`config.mk`:
```
export PLATFORM = sky130hd
export DESIGN_NAME = sd_access_scheduler_flat
export DESIGN_NICKNAME = d
export VERILOG_FILES = /design/src/rtl/sd_access_scheduler_if.sv /design/src/rtl/sd_access_scheduler.sv /design/src/flat_wrapper.sv
export SDC_FILE = /design/constraint.sdc
export NUM_CORES = 1
export LEC_CHECK = 0
export BUFFER_PORTS_ARGS = -buffer_cell sky130_fd_sc_hd__clkbuf_2
export CORE_ASPECT_RATIO = 0.5
export CORE_UTILIZATION = 52
export CTS_CLUSTER_DIAMETER = 150
export DETAILED_ROUTE_END_ITERATION = 8
export PLACE_DENSITY = 0.79
export SLEW_MARGIN = 20
export SYNTH_ARGS = -nofsm -noshare
export SYNTH_HDL_FRONTEND = slang
export SYNTH_SLANG_ARGS = --single-unit
```
`constraint.sdc`:
```
create_clock -name clk_sd -period 2.5 [get_ports clk_sd]
set_input_delay 0.25 -clock clk_sd [delete_from_list [all_inputs] [get_ports clk_sd]]
set_output_delay 0.25 -clock clk_sd [all_outputs]
set_load 0.1 [all_outputs]
```
`src/rtl/sd_access_scheduler_if.sv`:
```
// rtl/sd_access_scheduler_if.sv - client request bus plus SD controller start/busy handshake
// The master side is the scheduler; the slave side is the clients and the SD controller.
interface sd_access_scheduler_if;
   logic [1:0]  req;
   logic [1:0]  wr;
   logic [63:0] addr;
   logic [15:0] cnt;
   logic [1:0]  ack;
   logic [1:0]  done;
   logic [1:0]  err;
   logic [1:0]  grant;
   logic        wr_start_en;
   logic        rd_start_en;
   logic [31:0] wr_sec_addr;
   logic [31:0] rd_sec_addr;
   logic        wr_busy;
   logic        rd_busy;

   modport master (
      input  req, wr, addr, cnt, wr_busy, rd_busy,
      output ack, done, err, grant, wr_start_en, rd_start_en, wr_sec_addr, rd_sec_addr
   );

   modport slave (
      output req, wr, addr, cnt, wr_busy, rd_busy,
      input  ack, done, err, grant, wr_start_en, rd_start_en, wr_sec_addr, rd_sec_addr
   );
endinterface

```
`src/rtl/sd_access_scheduler.sv`:
```
// rtl/sd_access_scheduler.sv - two-client round-robin scheduler issuing single-sector SD transfers
// A transfer is split into sectors; each sector is one start pulse followed by a busy high/low cycle.
module sd_access_scheduler #(
   parameter int unsigned START_TIMEOUT = 1000,
   parameter int unsigned XFER_TIMEOUT  = 4000000
) (
   input  logic                     clk_sd,
   input  logic                     reset_n,
   input  logic                     sd_init_done,
   sd_access_scheduler_if.master    bus
);

   typedef enum logic [2:0] {
      IDLE,
      ACCEPT,
      START,
      WAIT_BUSY,
      XFER,
      DONE,
      ERR
   } state_t;

   localparam logic [23:0] START_LIMIT = 24'(START_TIMEOUT - 1);
   localparam logic [23:0] XFER_LIMIT  = 24'(XFER_TIMEOUT - 1);

   state_t      state_q, state_d;
   logic        sel_q, sel_d;
   logic        last_q, last_d;
   logic        cur_wr_q, cur_wr_d;
   logic [31:0] cur_addr_q, cur_addr_d;
   logic [7:0]  remaining_q, remaining_d;
   logic [23:0] tmr_q, tmr_d;

   logic        busy_sel;
   logic [1:0]  owner;
   logic [7:0]  sel_cnt;
   logic [31:0] sel_addr;

   assign busy_sel = cur_wr_q ? bus.wr_busy : bus.rd_busy;
   assign owner    = sel_q ? 2'b10 : 2'b01;
   assign sel_cnt  = sel_q ? bus.cnt[15:8] : bus.cnt[7:0];
   assign sel_addr = sel_q ? bus.addr[63:32] : bus.addr[31:0];

   always_ff @(posedge clk_sd) begin
      if (!reset_n) begin
         state_q     <= IDLE;
         sel_q       <= 1'b0;
         last_q      <= 1'b1;
         cur_wr_q    <= 1'b0;
         cur_addr_q  <= 32'd0;
         remaining_q <= 8'd0;
         tmr_q       <= 24'd0;
      end else begin
         state_q     <= state_d;
         sel_q       <= sel_d;
         last_q      <= last_d;
         cur_wr_q    <= cur_wr_d;
         cur_addr_q  <= cur_addr_d;
         remaining_q <= remaining_d;
         tmr_q       <= tmr_d;
      end
   end

   always_comb begin
      state_d     = state_q;
      sel_d       = sel_q;
      last_d      = last_q;
      cur_wr_d    = cur_wr_q;
      cur_addr_d  = cur_addr_q;
      remaining_d = remaining_q;

      case (state_q)
         IDLE: begin
            if (sd_init_done && (bus.req != 2'b00)) begin
               state_d = ACCEPT;
               case (bus.req)
                  2'b01:   sel_d = 1'b0;
                  2'b10:   sel_d = 1'b1;
                  default: sel_d = ~last_q;
               endcase
            end
         end
         ACCEPT: begin
            cur_wr_d    = bus.wr[sel_q];
            cur_addr_d  = sel_addr;
            remaining_d = sel_cnt;
            state_d     = (sel_cnt == 8'd0) ? DONE : START;
         end
         START: begin
            state_d = WAIT_BUSY;
         end
         WAIT_BUSY: begin
            if (busy_sel) begin
               state_d = XFER;
            end else if (tmr_q >= START_LIMIT) begin
               state_d = ERR;
            end
         end
         XFER: begin
            if (!busy_sel) begin
               remaining_d = remaining_q - 8'd1;
               cur_addr_d  = cur_addr_q + 32'd1;
               state_d     = (remaining_q == 8'd1) ? DONE : START;
            end else if (tmr_q >= XFER_LIMIT) begin
               state_d = ERR;
            end
         end
         DONE, ERR: begin
            last_d  = sel_q;
            state_d = IDLE;
         end
         default: state_d = IDLE;
      endcase

      // Losing the card aborts any in-flight transfer; DONE/ERR already finish this cycle.
      if (!sd_init_done && (state_q inside {ACCEPT, START, WAIT_BUSY, XFER})) begin
         state_d = ERR;
      end
   end

   always_comb begin
      tmr_d = 24'd0;
      if ((state_d == state_q) && (state_q inside {WAIT_BUSY, XFER})) begin
         tmr_d = tmr_q + 24'd1;
      end
   end

   always_comb begin
      bus.ack   = 2'b00;
      bus.done  = 2'b00;
      bus.err   = 2'b00;
      bus.grant = 2'b00;
      if (state_q != IDLE) begin
         bus.grant = owner;
      end
      if (state_q == ACCEPT) begin
         bus.ack = owner;
      end
      if ((state_q == DONE) || (state_q == ERR)) begin
         bus.done = owner;
      end
      if (state_q == ERR) begin
         bus.err = owner;
      end
   end

   assign bus.wr_start_en = (state_q == START) &&  cur_wr_q;
   assign bus.rd_start_en = (state_q == START) && !cur_wr_q;
   assign bus.wr_sec_addr = cur_addr_q;
   assign bus.rd_sec_addr = cur_addr_q;

endmodule

```
`src/flat_wrapper.sv`:
```
// flat-port wrapper written by rule: the top's interface ports become plain ports
module sd_access_scheduler_flat 
#(
   parameter int unsigned START_TIMEOUT = 1000,
   parameter int unsigned XFER_TIMEOUT  = 4000000
)
  (clk_sd, reset_n, sd_init_done, bus_req, bus_wr, bus_addr, bus_cnt, bus_wr_busy, bus_rd_busy, bus_ack, bus_done, bus_err, bus_grant, bus_wr_start_en, bus_rd_start_en, bus_wr_sec_addr, bus_rd_sec_addr);
  sd_access_scheduler_if bus_i ();
  input  logic clk_sd;
  input  logic reset_n;
  input  logic sd_init_done;
  input wire logic [$bits(bus_i.req)-1:0] bus_req;
  input wire logic [$bits(bus_i.wr)-1:0] bus_wr;
  input wire logic [$bits(bus_i.addr)-1:0] bus_addr;
  input wire logic [$bits(bus_i.cnt)-1:0] bus_cnt;
  input wire logic [$bits(bus_i.wr_busy)-1:0] bus_wr_busy;
  input wire logic [$bits(bus_i.rd_busy)-1:0] bus_rd_busy;
  output wire logic [$bits(bus_i.ack)-1:0] bus_ack;
  output wire logic [$bits(bus_i.done)-1:0] bus_done;
  output wire logic [$bits(bus_i.err)-1:0] bus_err;
  output wire logic [$bits(bus_i.grant)-1:0] bus_grant;
  output wire logic [$bits(bus_i.wr_start_en)-1:0] bus_wr_start_en;
  output wire logic [$bits(bus_i.rd_start_en)-1:0] bus_rd_start_en;
  output wire logic [$bits(bus_i.wr_sec_addr)-1:0] bus_wr_sec_addr;
  output wire logic [$bits(bus_i.rd_sec_addr)-1:0] bus_rd_sec_addr;
  assign bus_i.req = bus_req;
  assign bus_i.wr = bus_wr;
  assign bus_i.addr = bus_addr;
  assign bus_i.cnt = bus_cnt;
  assign bus_i.wr_busy = bus_wr_busy;
  assign bus_i.rd_busy = bus_rd_busy;
  assign bus_ack = bus_i.ack;
  assign bus_done = bus_i.done;
  assign bus_err = bus_i.err;
  assign bus_grant = bus_i.grant;
  assign bus_wr_start_en = bus_i.wr_start_en;
  assign bus_rd_start_en = bus_i.rd_start_en;
  assign bus_wr_sec_addr = bus_i.wr_sec_addr;
  assign bus_rd_sec_addr = bus_i.rd_sec_addr;
  sd_access_scheduler #(.START_TIMEOUT(START_TIMEOUT), .XFER_TIMEOUT(XFER_TIMEOUT)) u_core (.clk_sd(clk_sd), .reset_n(reset_n), .sd_init_done(sd_init_done), .bus(bus_i));
endmodule
```
==> impl_results.md, run 1 <==
- Input/output buffers: roughly 160
- Number of buffers inserted for hold repair after clock tree synthesis: 0
- Slew Viols, Final: 0
- Post-route worst hold slack: about 210 ps
- Number of global-route vias before repair: around 4700
- Die area: around 10000 um2
- Most common cell after layout, fill and taps aside: clkbuf_2
- Finished layout cell area: ~6300 um2
- DRC violation total after the first TritonRoute iteration: between 400 and 500
- Pin count of the biggest net entering global routing: 43
- Status: finished clean
- Detailed Routing Iterations Pass 1: 5
- Kind of start point of the critical path: flop
- Cell area after placement: approximately 6000 um2
- Die height: 72.4 um
- CTS tree: built
- Post-DR wirelength/cell: 15.4 um
- Slowest stage cell on the critical path: or2_2
- Highest cell delay on the worst timing path: around 440 ps
- Core area: about 9500 um2
- First-pass GRT wire length: approximately 22000 um
- Multi-input combinational cell area: around 3300 um2
- Clock Skew: 5.93 ps
- Ordered list of cells on the worst path: buf_4, nor2b_1, a21oi_1, or2_2, nor3_4, buf_12
- Overall routing resource usage: 27.0%
- Cells after DPL: roughly 880
- Clock Path Buffers: 2
- GR peak layer: met2
- Met3 track demand over resource in global routing: between 6 and 7%
- Post-route non-filler standard cell count: 894
- Global placement routability congestion: approximately 0.87
- Number of hold-slack violations in the final timing report: 0
- Clock tree root buffer cell: clkbuf_16
- Fraction of final layout cells with drive strength greater than 1: 37.2%
- Start-to-end type of the worst setup path: flop to output port
- Initial Utilization: between 50% and 60%
- Ys async rst share: 0%
- Global-route met2 utilization: between 40% and 50%
- Number of H-tree levels: 3
- Data arrival time of the critical path: between 2000 and 2500 ps
- Final sum of negative setup slack: 0 ps
- Std-Cell Rows: 25
- Crit path buf inv count: 2
- Critical path peak fanout: 17
- Max capacitance violation total: 0
- Crit share post-route: a little over nine tenths
- Highest Clock Rate: approximately 420 MHz
- Clk_lat worst skew: ~340 ps
- Routed via count: ~5300
- Fin nets: 849
- Ant. Diodes: 0
- Type of the worst min-delay path: input pin to flop
- Minimum clock period: between 2000 and 2500 ps
- Top flip-flop cell by instance count after synthesis: dfxtp_1
- Detail Placement HPWL: 9810 um
- Total area of sequential cells: approximately 1400 um2
- Post-synthesis average cell area: between 8 and 9 um2
- Headroom to the max-slew limit: between 30% and 40%
- Number of enable-type register cells in the synthesized netlist: 0
- Met1 demand-to-capacity share in global routing: roughly a third
- Die W: 143 um
- Netlist area before placement: just over 5000 um2
- Final setup violating endpoints: 0
- DRC violations left: 0
- Initial antenna violation count: 0
- Fraction of the yosys area taken by sequential cells: a little over a quarter
- Required time of the critical path: between 2000 and 2500 ps
- Slew @ Worst Pin: just over 900 ps
- TritonCTS buffer count: 9
- Filler Cells Inserted: 823
- Aggregate routed wire length: about 14000 um
- Worst-path clk slew: 60 ps
- Post-synthesis to final-layout area growth: 22.8%
- Leading cell types in the layout, fill and taps excluded: clkbuf_2 (158), nand2_1 (58), dfxtp_1 (50)
- Category of the worst setup path capture point: output port
- RSZ-0062 raised after global routing: false
- Cell count after synthesis: 635
- Number of warnings issued by yosys: 0
- Worst path top cell family by delay: simple AND/OR/NAND/NOR gates
- Synthesized flop and latch total: 70
- Vias/cell: approximately 5.9
- TritonCTS sink count: 70
- Yosys cell types: 64
- Detail Route Antenna Nets: 0
- IO Count: between 150 and 200
- Grt total ovfl: 0
==> cells by family after synthesis <==
kind of cell | Yosys count | synth area share [%]
AND/OR/NAND/NOR | 252 | 29.1
AO/OA/AOI/OAI | 149 | 19.9
buffers and inverters | 95 | 10.3
flip-flops | 70 | 27.2
multiplexers | 40 | 8.19
XOR/XNOR | 21 | 3.57
adder cells (fa/ha/maj) | 7 | 1.65
other | 1 | 0.0728
==> Yosys cell counts, drive strengths merged (7+ instances only) <==
cell type,number,share of area (%)
o21ai,21,2.0
inv,13,0.95
nor2,37,2.7
nand3,24,2.3
a21oi,48,4.7
clkbuf,18,1.3
o41ai,7,1.2
xor2,14,2.4
xnor2,7,1.2
nand4,18,2.3
nor4,35,7.1
dfxtp,70,27
nor2b,8,0.97
mux2,7,1.5
a211oi,17,2.5
o31ai,12,1.8
nor3,23,2.3
buf,64,8.1
o221a,8,1.7
nand2,58,4.2
and3,14,1.7
mux2i,33,6.7
==> state kept, by name, summed over array words and instances, names as in the netlist <==
| name | cells |
|---|---|
| u_core.bus.rd_sec_addr | 32 |
| u_core.cur_wr_q | 1 |
| u_core.last_q | 1 |
| u_core.remaining_q | 8 |
| u_core.sel_q | 1 |
| u_core.state_q | 3 |
| u_core.tmr_q | 24 |
==> final cells by class <==
class	count	share of cell area (%)
Sequential cell	70	22.6
Clock buffer	12	4.06
Clock inverter	4	0.712
Multi-Input combinational cell	471	52.5
Tap cell	135	2.67
Timing Repair Buffer	189	16.8
Inverter	13	0.772
==> timing repair <==
item                                    CTS  global route
gates resized for setup                   0             1
endpoints found under the setup margin    1             1
setup buffers                             1             0
==> stage by stage <==
step,util [%],worst slack [ps]
5_1_grt,66.3,5.97
6_report,66.3,141
2_1_floorplan,-,-282
3_5_place_dp,63.0,144
4_1_cts,66.2,128
3_3_place_gp,63.0,198
==> final timing paths <==
kind | start | end | slack, ps | depth (start not counted)
worst max register to register | u_core.remaining_q[1] | u_core.tmr_q[2] | 170 | 7
worst min-delay path | reset_n | u_core.state_q[0] | 210 | 2
worst min register to register | u_core.last_q | u_core.last_q | 470 | 1
worst max-delay path | u_core.state_q[0] | bus_ack[1] | 140 | 6
==> metal layers <==
| metal | wire, um | up-vias | share of wire, % |
|---|---|---|---|
| met5 | 0 | - | 0 |
| met4 | 176 | 0 | 1.3 |
| met3 | 602 | 17 | 4.4 |
| met2 | 6720 | 152 | 49 |
| met1 | 6300 | 2517 | 46 |
| li1 | - | 2585 | - |
Power of run 1 is not shown: default switching activity piles up to over one toggle a cycle in this logic, so the estimate is an artifact.
==> run 2, diff against run 1 <==
==> constraint.sdc (replaced) <==
create_clock -name clk_sd -period 2.5 [get_ports clk_sd]
set_input_delay 0.375 -clock clk_sd [delete_from_list [all_inputs] [get_ports clk_sd]]
set_output_delay 0.375 -clock clk_sd [all_outputs]
set_load 0.1 [all_outputs]
==> impl_results.md, run 2 (synthesis gave the netlist of run 1 again) <==
- Number of buffers inserted for hold repair after clock tree synthesis: 0 (unchanged)
- DRC violation total after the first TritonRoute iteration: 367 (-24%)
- Routed via count: 5336 (+1.2%)
- Die W: 143 um (unchanged)
- Minimum clock period: 2410 ps (+49.7 ps)
- Start-to-end type of the worst setup path: flop to output port
- Core area: 9540 um2 (unchanged)
- Number of hold-slack violations in the final timing report: 0 (unchanged)
- Initial antenna violation count: 0 (unchanged)
- Required time of the critical path: 2120 ps (-130 ps)
- Ant. Diodes: 0 (unchanged)
- Initial Utilization: 54.0% (unchanged)
- Category of the worst setup path capture point: output port
- Post-DR wirelength/cell: 15.6 um (+1.3%)
- Fin nets: 851 (+0.24%)
- Overall routing resource usage: 27.4% (+0.43 points)
- Detail Placement HPWL: 10000 um (+2.1%)
- Number of global-route vias before repair: 4799 (+1.6%)
- Post-route non-filler standard cell count: 896 (+0.22%)
- Met1 demand-to-capacity share in global routing: 33.8% (+0.22 points)
- Fraction of final layout cells with drive strength greater than 1: 37.7% (+0.56 points)
- Slew @ Worst Pin: 936 ps (+27.1 ps)
- IO Count: 163 (unchanged)
- Max capacitance violation total: 0 (unchanged)
- Number of H-tree levels: 3 (unchanged)
- Clk_lat worst skew: 330 ps (about the same)
- Worst-path clk slew: 50 ps (about the same)
- GR peak layer: met2
- Detailed Routing Iterations Pass 1: 5 (unchanged)
- Pin count of the biggest net entering global routing: 39 (-9.3%)
- Leading cell types in the layout, fill and taps excluded: clkbuf_2 (155), nand2_1 (58), dfxtp_1 (49)
- Data arrival time of the critical path: 2030 ps (-80 ps)
- Clock tree root buffer cell: clkbuf_16
- Die area: 10300 um2 (unchanged)
- Flip-flop count of the largest register, all copies and words added: 32 (unchanged)
- Crit share post-route: 96.4% (+2.0 points)
- Highest Clock Rate: 415 MHz (-2.1%)
- Core Util, Final: 67.1% (+0.84 points)
- Aggregate routed wire length: 14000 um (+1.5%)
- Status: finished clean
- First-pass GRT wire length: 22800 um (+2.1%)
- Hold path depth: 2 (unchanged)
- Cells after DPL: 876 (-0.11%)
- Headroom to the max-slew limit: 37.6% (-1.8 points)
- Input/output buffers: 162 (unchanged)
- CTS tree: built
- TritonCTS buffer count: 9 (unchanged)
- DRC violations left: 0 (unchanged)
- Detail Route Antenna Nets: 0 (unchanged)
- Vias/cell: 5.96 (+1.0%)
- Slew Viols, Final: 0 (unchanged)
- R2R depth: 5 (-2)
- Global placement routability congestion: 0.872 (+0.82%)
- Grt total ovfl: 0 (unchanged)
- TritonCTS sink count: 70 (unchanged)
- Most common cell after layout, fill and taps aside: clkbuf_2
- Filler Cells Inserted: 780 (-5.2%)
- Type of the worst min-delay path: input pin to flop
- Clock Path Buffers: 2 (unchanged)
- Die height: 72.4 um (unchanged)
- Final setup violating endpoints: 0 (unchanged)
- Critical path peak fanout: 17 (unchanged)
- Clock Skew: 4.94 ps (-0.987 ps)
- Kind of start point of the critical path: flop
- Met3 track demand over resource in global routing: 5.61% (-0.53 points)
- Std-Cell Rows: 25 (unchanged)
- Post-synthesis to final-layout area growth: 24.4%
- Global-route met2 utilization: 48.6% (+1.8 points)
run 2: metrics by stage:
step / instance area (um2) / setup TNS, ps / worst slack, ps / hold WS (ps)
after detailed placement: 6070 / 0 / 161 / 455
after global placement: 6070 / 0 / 234 / 448
after global routing: 6400 / -11.9 / -11.9 / 340
final: 6400 / 0 / 91.0 / 329
after CTS: 6370 / 0 / 33.3 / 324
after floorplan: 5290 / -1530 / -407 / 437
run 2: worst paths after layout:
kind | startpoint | slack (ps) | endpoint
worst min-delay path | reset_n | 330 | u_core.state_q[2]
worst max-delay path | u_core.state_q[0] | 90 | bus_ack[1]
worst max register to register | u_core.tmr_q[13] | 130 | u_core.tmr_q[10]
worst min register to register | u_core.last_q | 480 | u_core.last_q
run 2: final cells by class:
| type | instances | area (um2) | area share, % |
|---|---|---|---|
| sequential | 70 | 1430 | 22.3 |
| inverter | 13 | 48.8 | 0.762 |
| timing repair buffer | 191 | 1130 | 17.7 |
| clock inverter | 3 | 42.5 | 0.664 |
| clock buffer | 13 | 260 | 4.06 |
| tap | 135 | 169 | 2.64 |
| multi-input combinational | 471 | 3320 | 51.9 |
run 2: metal layers:
metal	up-vias	part of all wire, %
met3	28	5.2
met2	196	49
met4	0	1.7
met1	2510	44
met5	-	0
li1	2602	-
run 2: timing repair:
item / 4_1_cts / 5_1_grt
resized for setup: 0 / 1
setup buffers: 0 / 4
setup endpoints to repair: 0 / 2
run 2: critical path: stages, from the launching register on:
cell	delay [ps]
dfxtp_1	330
buf_4	250
nor2b_2	230
a21oi_2	70
or2_2	410
nor3_4	200
buf_12	200
Power of run 2 is left out for the same reason.
==> run 3, diff against run 2 <==
--- a/config.mk
+++ b/config.mk
@@ -6,7 +6,7 @@
 export NUM_CORES = 1
 export LEC_CHECK = 0
 export BUFFER_PORTS_ARGS = -buffer_cell sky130_fd_sc_hd__clkbuf_2
-export CORE_ASPECT_RATIO = 0.5
+export CORE_ASPECT_RATIO = 1.2
 export CORE_UTILIZATION = 52
 export CTS_CLUSTER_DIAMETER = 150
 export DETAILED_ROUTE_END_ITERATION = 8
==> impl_results.md, run 3 (synthesis gave the netlist of run 1 again) <==
- Worst path top cell family by delay: simple AND/OR/NAND/NOR gates
- Highest cell delay on the worst timing path: 340 ps (-70 ps)
- Worst-path clk slew: 50 ps (about the same)
- Clock tree root buffer cell: clkbuf_16
- Flop-to-flop setup slack: 160 ps (+30 ps)
- Clock Path Buffers: 2 (unchanged)
- Category of the worst setup path capture point: output port
- Post-route worst hold slack: 359 ps (+29.6 ps)
- DRC violations left: 0 (unchanged)
- Minimum clock period: 2350 ps (-55.4 ps)
- Most common cell after layout, fill and taps aside: clkbuf_2
- Overall routing resource usage: 28.6% (+1.2 points)
- Data arrival time of the critical path: 1980 ps (-50 ps)
- Detailed Routing Iterations Pass 1: 6 (+1)
- Final setup violating endpoints: 0 (unchanged)
- First-pass GRT wire length: 24000 um (+5.2%)
- IO Count: 163 (unchanged)
- DRC violation total after the first TritonRoute iteration: 400 (+9.0%)
- Origin of the worst min-delay path: reset_n
- Number of buffers inserted for hold repair after clock tree synthesis: 0 (unchanged)
- Highest Clock Rate: 425 MHz (+2.4%)
- Worst reg2reg endpoint: u_core.tmr_q[2]
- Routed via count: 5445 (+2.0%)
- TritonCTS sink count: 70 (unchanged)
- Clock Skew: 5.37 ps (+0.429 ps)
- Critical path peak fanout: 16 (-1)
- Post-synthesis to final-layout area growth: 24.1%
- Slew @ Worst Pin: 900 ps (-35.6 ps)
- Die area: 10300 um2 (-0.22%)
- Initial Utilization: 53.8% (-0.13 points)
- Crit path buf inv count: 2 (unchanged)
- Detail Placement HPWL: 10600 um (+6.1%)
- Number of hold-slack violations in the final timing report: 0 (unchanged)
- Number of H-tree levels: 3 (unchanged)
- Die height: 111 um (+53%)
- Detail Route Antenna Nets: 0 (unchanged)
- Max capacitance violation total: 0 (unchanged)
- Hold path depth: 2 (unchanged)
- Final sum of negative setup slack: 0 ps (unchanged)
- Core area: 9560 um2 (+0.25%)
- Finished layout cell area: 6390 um2 (-0.20%)
- Worst-case hold path end point: u_core.state_q[2]
- Startpoint of the worst register-to-register path: u_core.state_q[0]
- Type of the worst min-delay path: input pin to flop
- Crit share post-route: 94.1% (-2.2 points)
- Post-DR wirelength/cell: 16.6 um (+6.0%)
- Slowest stage cell on the critical path: or2_4
- Vias/cell: 6.14 (+3.1%)
- Fraction of final layout cells with drive strength greater than 1: 38.0% (+0.24 points)
- Ant. Diodes: 0 (unchanged)
- Flip-flop count of the largest register, all copies and words added: 32 (unchanged)
- Input/output buffers: 162 (unchanged)
- Number of global-route vias before repair: 5090 (+6.1%)
- Core Util, Final: 66.8% (-0.30 points)
- RSZ-0062 raised after global routing: false
- Status: finished clean
- Cell area after placement: 6090 um2 (+0.41%)
- Clk_lat worst skew: 330 ps (about the same)
- Pin count of the biggest net entering global routing: 53 (+36%)
- Grt total ovfl: 0 (unchanged)
- Required time of the critical path: 2120 ps (about the same)
- Leading cell types in the layout, fill and taps excluded: clkbuf_2 (157), nand2_1 (58), dfxtp_1 (49)
- Kind of start point of the critical path: flop
- CTS tree: built
- Aggregate routed wire length: 14700 um (+4.9%)
- Initial antenna violation count: 0 (unchanged)
- Slew Viols, Final: 0 (unchanged)
- Fin nets: 854 (+0.35%)
- Start-to-end type of the worst setup path: flop to output port
- TritonCTS buffer count: 9 (unchanged)
- Std-Cell Rows: 39 (+56%)
- Die W: 92.8 um (-35%)
- Global placement routability congestion: 0.845 (-3.1%)
- Headroom to the max-slew limit: 40.0% (+2.4 points)
- Ordered list of cells on the worst path: buf_4, nor2b_1, a21oi_2, or2_4, nor3_4, buf_12
- R2R depth: 5 (unchanged)
- Filler Cells Inserted: 786 (+0.77%)
## run 3: worst max path at each step
stage / from / end / slack (ps) / depth (start not counted)
after floorplan: u_core.state_q[2] / bus_err[1] / -410 / 3
after global placement: u_core.state_q[0] / u_core.tmr_q[3] / 240 / 5
after detailed placement: u_core.state_q[0] / u_core.tmr_q[3] / 130 / 5
after CTS: u_core.state_q[0] / u_core.tmr_q[3] / 100 / 5
after global routing: u_core.remaining_q[1] / u_core.tmr_q[2] / 40 / 7
final: u_core.state_q[2] / bus_ack[1] / 150 / 6
## run 3: final cells by class
type                       count  area (um2)  share of cell area, %
tap                          123         154                   2.41
sequential                    70        1430                   22.3
clock buffer                  13         270                   4.23
timing repair buffer         194        1150                   18.0
clock inverter                 3        17.5                  0.274
inverter                      13        48.8                  0.763
multi-input combinational    471        3320                   52.0
## run 3: repair_timing
action                     4_1_cts  5_1_grt
pin swaps                        0        1
setup buffers                    1        0
setup endpoints to repair        1        4
gates resized for setup          1        0
## run 3: metal layers
layer	global-route usage, %	wire length [um]	share of wire (%)
met1	33.9	5770	39
met2	51.1	7570	51
met3	4.25	1010	6.9
met4	11.3	351	2.4
met5	0	0	0
## run 3: per-stage QoR
| stage | cells | setup WS [ps] |
|---|---|---|
| finish | 887 | 146 |
| global route | 887 | 37.2 |
| CTS | 887 | 105 |
| detailed placement | 870 | 125 |
| global placement | 870 | 239 |
| floorplan | 636 | -407 |
Power of run 3 is left out for the same reason.
